--- src/rtl/cv32e40p_pipe_stage_elastic.sv ---
// ---------------------------------------------------------------------------
// cv32e40p_pipe_stage_elastic
//
// Elastic pipeline stage register for inter-stage boundaries (ID/EX, EX/WB).
// Holds up to two entries: a main register that drives the outputs and a
// skid register that absorbs one extra entry. Because of the skid register,
// in_ready_o depends only on registered state and has no combinational path
// from out_ready_i.
//
// Each entry has NUM_LANES data lanes of DATA_W bits and a CTRL_W-bit control
// word. The control word is forced to zero whenever the output is a bubble.
//
// Ports:
//   clk, rst_n      clock, synchronous active-low reset
//   flush_i         drop every held entry and any entry accepted this cycle
//   in_valid_i      upstream entry valid
//   in_ready_o      stage can accept (registered)
//   in_data_i       lane data, lane k at [k*DATA_W +: DATA_W]
//   in_lane_we_i    per-lane capture enable
//   in_ctrl_i       control word
//   upd_en_i        overwrite one lane of the held output entry
//   upd_lane_i      lane to overwrite (out-of-range values are ignored)
//   upd_data_i      replacement data
//   out_valid_o     output entry valid
//   out_ready_i     downstream accepts
//   out_data_o      output lanes
//   out_ctrl_o      output control, zero when out_valid_o is low
//   occupancy_o     number of held entries (0..2)
//   parity_err_o    per-lane parity error
//
// Optional feature: define CV32E40P_PIPE_PARITY_EN to store an even-parity
// bit per lane for main and skid entries and report mismatches on
// parity_err_o. Without it parity_err_o is tied to zero.
// ---------------------------------------------------------------------------
module cv32e40p_pipe_stage_elastic #(
  parameter int DATA_W     = 32,
  parameter int NUM_LANES  = 4,
  parameter int CTRL_W     = 8,
  parameter int LANE_IDX_W = (NUM_LANES > 1) ? $clog2(NUM_LANES) : 1
) (
  input  logic                          clk,
  input  logic                          rst_n,
  input  logic                          flush_i,
  input  logic                          in_valid_i,
  output logic                          in_ready_o,
  input  logic [NUM_LANES*DATA_W-1:0]   in_data_i,
  input  logic [NUM_LANES-1:0]          in_lane_we_i,
  input  logic [CTRL_W-1:0]             in_ctrl_i,
  input  logic                          upd_en_i,
  input  logic [LANE_IDX_W-1:0]         upd_lane_i,
  input  logic [DATA_W-1:0]             upd_data_i,
  output logic                          out_valid_o,
  input  logic                          out_ready_i,
  output logic [NUM_LANES*DATA_W-1:0]   out_data_o,
  output logic [CTRL_W-1:0]             out_ctrl_o,
  output logic [1:0]                    occupancy_o,
  output logic [NUM_LANES-1:0]          parity_err_o
);

  // State number equals the number of held entries.
  typedef enum logic [1:0] {
    ST_EMPTY = 2'd0,
    ST_ONE   = 2'd1,
    ST_FULL  = 2'd2
  } state_e;

  state_e                        state_reg, state_next;

  logic [NUM_LANES*DATA_W-1:0]   main_data_reg, main_data_next;
  logic [CTRL_W-1:0]             main_ctrl_reg, main_ctrl_next;
  logic [NUM_LANES*DATA_W-1:0]   skid_data_reg;
  logic [NUM_LANES-1:0]          skid_mask_reg;
  logic [CTRL_W-1:0]             skid_ctrl_reg;

  logic accept;
  logic pop;
  logic load_main_in;
  logic load_main_skid;
  logic load_skid;
  logic clear_ctrl;
  logic upd_ok;

  assign out_valid_o = (state_reg != ST_EMPTY);
  assign in_ready_o  = (state_reg != ST_FULL);
  assign occupancy_o = state_reg;
  assign out_data_o  = main_data_reg;
  assign out_ctrl_o  = main_ctrl_reg;

  assign accept = in_valid_i & in_ready_o;
  assign pop    = out_valid_o & out_ready_i;

  // In-place update only touches a held entry that is not leaving this cycle.
  assign upd_ok = upd_en_i & out_valid_o & ~pop & ~flush_i;

  // -------------------------------------------------------------------------
  // Next-state and load control
  // -------------------------------------------------------------------------
  always_comb begin
    state_next     = state_reg;
    load_main_in   = 1'b0;
    load_main_skid = 1'b0;
    load_skid      = 1'b0;
    clear_ctrl     = 1'b0;

    if (flush_i) begin
      // Anything accepted in the flush cycle is dropped: no load flag is set.
      state_next = ST_EMPTY;
      clear_ctrl = 1'b1;
    end else begin
      case (state_reg)
        ST_EMPTY: begin
          if (accept) begin
            state_next   = ST_ONE;
            load_main_in = 1'b1;
          end
        end
        ST_ONE: begin
          if (accept && !pop) begin
            state_next = ST_FULL;
            load_skid  = 1'b1;
          end else if (accept && pop) begin
            load_main_in = 1'b1;
          end else if (pop) begin
            state_next = ST_EMPTY;
            clear_ctrl = 1'b1;
          end
        end
        ST_FULL: begin
          if (pop) begin
            state_next     = ST_ONE;
            load_main_skid = 1'b1;
          end
        end
        default: begin
          state_next = ST_EMPTY;
          clear_ctrl = 1'b1;
        end
      endcase
    end
  end

  always_comb begin
    main_ctrl_next = main_ctrl_reg;
    if (clear_ctrl) begin
      main_ctrl_next = '0;
    end else if (load_main_in) begin
      main_ctrl_next = in_ctrl_i;
    end else if (load_main_skid) begin
      main_ctrl_next = skid_ctrl_reg;
    end
  end

  // -------------------------------------------------------------------------
  // Per-lane data path: gated capture from input or skid, or in-place update
  // -------------------------------------------------------------------------
  genvar gi;
  generate
    for (gi = 0; gi < NUM_LANES; gi++) begin : g_lane
      logic upd_hit;
      // Lanes beyond NUM_LANES have no generate instance, so an out-of-range
      // upd_lane_i never matches and the update is ignored.
      assign upd_hit = upd_ok && (upd_lane_i == LANE_IDX_W'(gi));

      always_comb begin
        main_data_next[gi*DATA_W +: DATA_W] = main_data_reg[gi*DATA_W +: DATA_W];
        if (load_main_in && in_lane_we_i[gi]) begin
          main_data_next[gi*DATA_W +: DATA_W] = in_data_i[gi*DATA_W +: DATA_W];
        end else if (load_main_skid && skid_mask_reg[gi]) begin
          main_data_next[gi*DATA_W +: DATA_W] = skid_data_reg[gi*DATA_W +: DATA_W];
        end else if (upd_hit) begin
          main_data_next[gi*DATA_W +: DATA_W] = upd_data_i;
        end
      end
    end
  endgenerate

  // -------------------------------------------------------------------------
  // Registers
  // -------------------------------------------------------------------------
  always_ff @(posedge clk) begin
    if (!rst_n) begin
      state_reg     <= ST_EMPTY;
      main_data_reg <= '0;
      main_ctrl_reg <= '0;
      skid_data_reg <= '0;
      skid_mask_reg <= '0;
      skid_ctrl_reg <= '0;
    end else begin
      state_reg     <= state_next;
      main_data_reg <= main_data_next;
      main_ctrl_reg <= main_ctrl_next;
      if (load_skid) begin
        // The whole input is stored; the mask decides later which lanes land.
        skid_data_reg <= in_data_i;
        skid_mask_reg <= in_lane_we_i;
        skid_ctrl_reg <= in_ctrl_i;
      end
    end
  end

`ifdef CV32E40P_PIPE_PARITY_EN
  // -------------------------------------------------------------------------
  // Even parity per lane, tracked alongside main and skid data
  // -------------------------------------------------------------------------
  logic [NUM_LANES-1:0] main_par_reg, main_par_next;
  logic [NUM_LANES-1:0] skid_par_reg, skid_par_next;

  generate
    for (gi = 0; gi < NUM_LANES; gi++) begin : g_par
      always_comb begin
        // Same priority as the data path so a gated lane keeps its parity.
        main_par_next[gi] = main_par_reg[gi];
        if (load_main_in && in_lane_we_i[gi]) begin
          main_par_next[gi] = ^in_data_i[gi*DATA_W +: DATA_W];
        end else if (load_main_skid && skid_mask_reg[gi]) begin
          main_par_next[gi] = skid_par_reg[gi];
        end else if (g_lane[gi].upd_hit) begin
          main_par_next[gi] = ^upd_data_i;
        end
      end

      assign skid_par_next[gi] = ^in_data_i[gi*DATA_W +: DATA_W];

      assign parity_err_o[gi] = out_valid_o &
                                (^main_data_reg[gi*DATA_W +: DATA_W] ^ main_par_reg[gi]);
    end
  endgenerate

  always_ff @(posedge clk) begin
    if (!rst_n) begin
      main_par_reg <= '0;
      skid_par_reg <= '0;
    end else begin
      main_par_reg <= main_par_next;
      if (load_skid) begin
        skid_par_reg <= skid_par_next;
      end
    end
  end
`else
  assign parity_err_o = '0;
`endif

endmodule

--- config.mk ---
export PLATFORM = sky130hd
export DESIGN_NAME = cv32e40p_pipe_stage_elastic
export DESIGN_NICKNAME = d
export VERILOG_FILES = /design/src/rtl/cv32e40p_pipe_stage_elastic.sv
export SDC_FILE = /design/constraint.sdc
export NUM_CORES = 1
export LEC_CHECK = 0
export ABC_AREA = 1
export CORE_MARGIN = 3
export CORE_UTILIZATION = 40
export DETAILED_ROUTE_END_ITERATION = 12
export PLACE_DENSITY = 0.63
export SYNTH_ARGS = -nofsm -noshare
export SYNTH_HDL_FRONTEND = slang
export SYNTH_SLANG_ARGS = --single-unit
export TNS_END_PERCENT = 30
--- constraint.sdc ---
create_clock -name clk -period 2.6 [get_ports clk]
set_clock_uncertainty 0.2 [all_clocks]
set_input_delay 0.78 -clock clk [delete_from_list [all_inputs] [get_ports clk]]
set_output_delay 0.78 -clock clk [all_outputs]
set_load 0.01 [all_outputs]
=== Word-level counts from Yosys, hierarchy flattened ===
Cells that the tools add are included.

* Output and inout bits: 144
* Flip-flop bits (word level): 278
* Bits in writable memories: 0
* Memories kept: 0
* Bits in read-only memories: 0
* Input bits: 180
* Bits in latches: 0

* Order comparisons: 0
* Shifts and indexed selects: 0
* Add/sub/neg operators: 0
* Reductions and logical operators: 27
* Bitwise logic cells: 8
* Multipliers: 0
* Mux-type cells: 35
* Divide/modulo/power cells: 0
* Equality and inequality tests: 10

{| class="wikitable"
|+ Operators with widths
! operator !! number
|-
| two-way mux 32 bit || 12
|-
| two-way mux 8 bit || 2
|-
| logical AND 1 bit || 14
|-
| two-way mux 1 bit || 13
|-
| nonzero test 3 bit || 4
|-
| two-way mux 2 bit || 5
|-
| == test 2 bit (second input constant) || 3
|-
| inequality test 2 bit (second input constant) || 3
|-
| inequality test 3 bit (second input constant) || 2
|-
| one-hot mux 2 bit (3 select lines) || 1
|-
| OR reduction 2 bit || 3
|-
| AND 1 bit || 5
|-
| == test 2 x 1 -> 1 bit (second input constant) || 2
|-
| logical NOT 2 bit || 2
|-
| one-hot mux 1 bit (2 select lines) || 2
|-
| AND reduction 4 bit || 1
|-
| nonzero test 2 bit || 2
|-
| NOT 1 bit || 3
|-
| logical NOT 1 bit || 1
|}

=== Longest topological paths before layout ===
* Depth after elaboration: 9
* Gate-level depth with buffers: 10

=== Worst setup path before layout ===
OpenSTA, ideal clock, no wires.

* Kind: input to register
* From: in out_ready_i
* To: reg main_data_reg[82] (netlist: out_data_o[82])
* Setup slack: 491 ps
* Stages: 10
* Arrival time: 1797 ps
* Setup time: 111 ps
* Path through: inv_2 > nor2_4 > buf_4 > nand3_2 > buf_2 > buf_2 > nor2_1 > nor2_1 > nor2_1 > nor2_1

* Word-level cells in the longest chain between the ends: 8

{| class="wikitable"
|+ Ends and longest elaborated chain
! item !! line !! RTL
|-
| start, declared || 53 || <nowiki>input logic out_ready_i,</nowiki>
|-
| AND 1 bit * || 90 || <nowiki>assign pop = out_valid_o & out_ready_i;</nowiki>
|-
| logical AND 1 bit or logical NOT 1 bit (tied branches) || 121, 118 ||
|-
| two-way mux 1 bit or logical AND 1 bit (tied branches) || 121, 118 ||
|-
| two-way mux 1 bit || 118 || <nowiki>if (accept && !pop) begin</nowiki>
|-
| one-hot mux 1 bit (2 select lines) || 110 || <nowiki>case (state_reg)</nowiki>
|-
| two-way mux 1 bit || 105 || <nowiki>if (flush_i) begin</nowiki>
|-
| logical AND 1 bit || 166 || <nowiki>if (load_main_in && in_lane_we_i[gi]) begin</nowiki>
|-
| nonzero test 3 bit (no source line) or two-way mux 32 bit (tied branches) || - ||
|-
| end signal, assigned || 190 || <nowiki>main_data_reg <= main_data_next;</nowiki>
|-
| end, declared || 69 || <nowiki>logic [NUM_LANES*DATA_W-1:0] main_data_reg, main_data_next;</nowiki>
|}

Every way passes the cells marked *; elsewhere a longest branch is shown, timed or not.
A chain may end at the register's enable or synchronous reset.

=== Worst setup path after layout ===
* From: reg main_data_reg[95] (netlist: out_data_o[95])
* To: out out_data_o[95]

{| class="wikitable"
|+ RTL lines
! item !! line !! RTL
|-
| end, declared || 54 || <nowiki>output logic [NUM_LANES*DATA_W-1:0] out_data_o,</nowiki>
|}

No word-level cell between the ends.

==> run_results.csv <==
group,metric,value,unit
detailed_routing,dr_total_vias,16340,
detailed_routing,postRouteAntennaNets,0,
logic_synthesis,synth_enable_flop_cells,0,
clock_network,cts_buffers,35,
timing,whs,282.2,ps
global_routing,grt_remaining_overflow,0,
clock_network,clock-root-buffer,"clkbuf_16",
final_layout,areaGrowthSynthToFinish,35.55,%
detailed_routing,via_per_inst,5.170,
logic_synthesis,synthArstFlopShare,0,%
floorplan,io_pins,324,
timing,drv_slew,0,
timing,finalCriticalPeriod,2483,ps
timing,finalCritPeriodShare,95.51,%
clock_network,cts_tree,"built",
logic_synthesis,synthMostInstantiatedCell,"nor2_1",
setup_path,start_kind,"flop",
setup_path,path_buf_inv,1,
global_routing,grt_start_max_net_pins,79,
power,seq_power_share,41.5,%
detailed_routing,drc,0,
logic_synthesis,synth_seq_cells,278,
setup_path,path_cells,"clkdlybuf4s50_1",
setup_path,worstSetupEndpointType,"primary output",
timing,worst_pin_slew,1023,ps
final_layout,layout-drive-gt1-share,5.754,%
setup_path,cp.depth,1,
setup_path,critPathRequiredTime,1620,ps
clock_network,clockBufferDepth,3,
power,power_switching,2911,uW
power,p_per_area,553.4,nW/um^2
floorplan,rows,69,
setup_path,critPathMaxStageDelay,580,ps
detailed_routing,drtIter0Drc,1337,
logic_synthesis,yosys-top-cells-count,"nor2_1 (799), nand2_1 (525), dfxtp_1 (278), inv_1 (169), nand3_1 (154)",
detailed_routing,routedWlPerCell,17.90,um
power,pwr-share-clk,42.7,%
setup_path,r2r_cells,9,
floorplan,die_x,196.2,um
hold_path,min_path_cells,2,
clock_network,cts_setup_buffers,0,
power,ir_drop,0.0004206,V
floorplan,die_h,196.2,um
power,swShare,26.82,%
clock_network,clkSlewWorstSetupHoldPaths,60,ps
power,leakage,0.009024,uW
power,p_total,10850,uW
global_routing,antenna_found_initial,6,
setup_path,path_max_fanout,2,
hold_path,worstHoldPathType,"reg2reg",
logic_synthesis,ys_top_cells_by_area,"dfxtp_1 (38%), nor2_1 (21%), nand2_1 (14%)",
setup_path,worst-setup-path-type,"reg2out",
floorplan,core_area,35660,sq um
logic_synthesis,synthFlopType,"dfxtp_1",
clock_network,ctsHtreeMaxLevel,2,
global_routing,grtUsageTotal,28.29,%
global_routing,grt_pass1_vias,14990,
clock_network,hold_buffers,0,
timing,maxSlewHeadroom,31.19,%
global_routing,grt_pass1_wl,86.57,mm
outcome,status,"complete, no violations",
timing,setup_violations,0,
power,p_int,7944,uW
run,maxCapViolations,0,
power,pwr-share-comb,15.8,%
placement,place_congestion,0.8978,
logic_synthesis,synthCells,2410,
placement,hpwlAfterDp,37.11,mm
floorplan,initial_core_util,40.59,%
logic_synthesis,synth_area_per_cell,6.005,sq um
timing,fmax,402.7,MHz
detailed_routing,wl,56.56,mm
logic_synthesis,synth_area_leader_cell,"dfxtp_1",
clock_network,clkLatencyLatePin,510,ps
timing,rsz0062_at_grt,"false",
logic_synthesis,synth_top_area_share,38.46,%
logic_synthesis,ys_warn_count,0,
floorplan,die-area,38500,sq um
setup_path,slowest_stage,"clkdlybuf4s50_1",
timing,hold_viol,0,
setup_path,crit_arrival,1500,ps
logic_synthesis,netlist_area,14470,sq um
detailed_routing,dr.pass1.iters,5,
logic_synthesis,synthDistinctLibCells,23,
setup_path,crit_family,"buffers and inverters",
placement,port-buffer-count,319,
final_layout,fin_nets,2850,
logic_synthesis,ys_seq_area_share,38.46,%
clock_network,clkSinkCount,278,
-- worst paths after layout --
kind	start	endpoint	slack [ps]
worst min-delay path	skid_data_reg[48]	skid_data_reg[48]	280
worst min register to register	skid_data_reg[48]	skid_data_reg[48]	280
worst max-delay path	out_data_o[95]	out_data_o[95]	120
worst max register to register	occupancy_o[1]	out_data_o[122]	690
-- layout by cell type (no fill, tap or decap), drive strengths merged --
| cell | instances |
|---|---|
| nor2 | 803 |
| nand2 | 525 |
| clkdlybuf4s50 | 316 |
| dfxtp | 278 |
| inv | 173 |
| nand3 | 157 |
| o21ai | 140 |
| nand4 | 133 |
| buf | 90 |
| clkbuf | 54 |
| a31oi | 8 |
| clkinv | 6 |
| diode | 5 |
| conb | 4 |
| dlymetal6s2s | 2 |
| a21oi | 1 |
| o31ai | 1 |
| nor4 | 1 |
| o311a | 1 |
| clkinvlp | 1 |
-- tightest hold or removal path, delay by kind of cell, from the launching register on --
kind | cells | cell delay (ps)
flip-flops | 1 | 320
AND/OR/NAND/NOR | 2 | 130
-- repair_timing --
action                                  CTS  global route
endpoints found under the hold margin     0             0
gates cloned                              0             0
endpoints found under the setup margin    3             2
gates resized for setup                   6             2
-- layout make-up --
class | count | area (sq um)
Fill cell | 3494 | 16040
Multi-Input combinational cell | 1774 | 7480
Sequential cell | 278 | 5573
Timing Repair Buffer | 408 | 4243
Clock buffer | 54 | 1040
Inverter | 173 | 654.4
Tap cell | 461 | 576.8
Clock inverter | 7 | 37.54
Antenna cell | 5 | 12.51
-- stage by stage --
| step | instances | instance area, sq um | TNS (ps) | setup WS [ps] | utilization [%] |
|---|---|---|---|---|---|
| floorplan | 2413 | 14480 | 0 | 491.5 | - |
| global placement | 3094 | 18510 | -26240 | -231.5 | 51.90 |
| detailed placement | 3094 | 18510 | -31940 | -225.6 | 51.90 |
| CTS | 3155 | 19600 | 0 | 0.3972 | 54.97 |
| global route | 3159 | 19610 | 0 | 79.17 | 55.01 |
| finish | 3160 | 19620 | 0 | 116.8 | 55.02 |
-- routing by layer --
layer,vias up,routed length [um],track usage (%)
li1,8029,-,-
met1,7527,24030,38.44
met2,672,25970,45.79
met3,108,4291,3.898
met4,0,2262,10.88
met5,-,0,0
-- cell families after synthesis --
group           synth area share (%)
other cells                  0.02591
compound gates                 5.343
buf+inv                        10.26
flops                          38.46
simple gates                   45.91
-- power groups by stage --
| stage | Clock [uW] | Sequential (uW) | Combinational [uW] |
|---|---|---|---|
| floorplan | 0 | 4630 | 753 |
| global placement | 0 | 4600 | 1690 |
| detailed placement | 0 | 4600 | 1700 |
| CTS | 4710 | 4510 | 1710 |
| global route | 4870 | 4520 | 1880 |
| finish | 4640 | 4510 | 1710 |
Power figures use the tool's default switching activity.
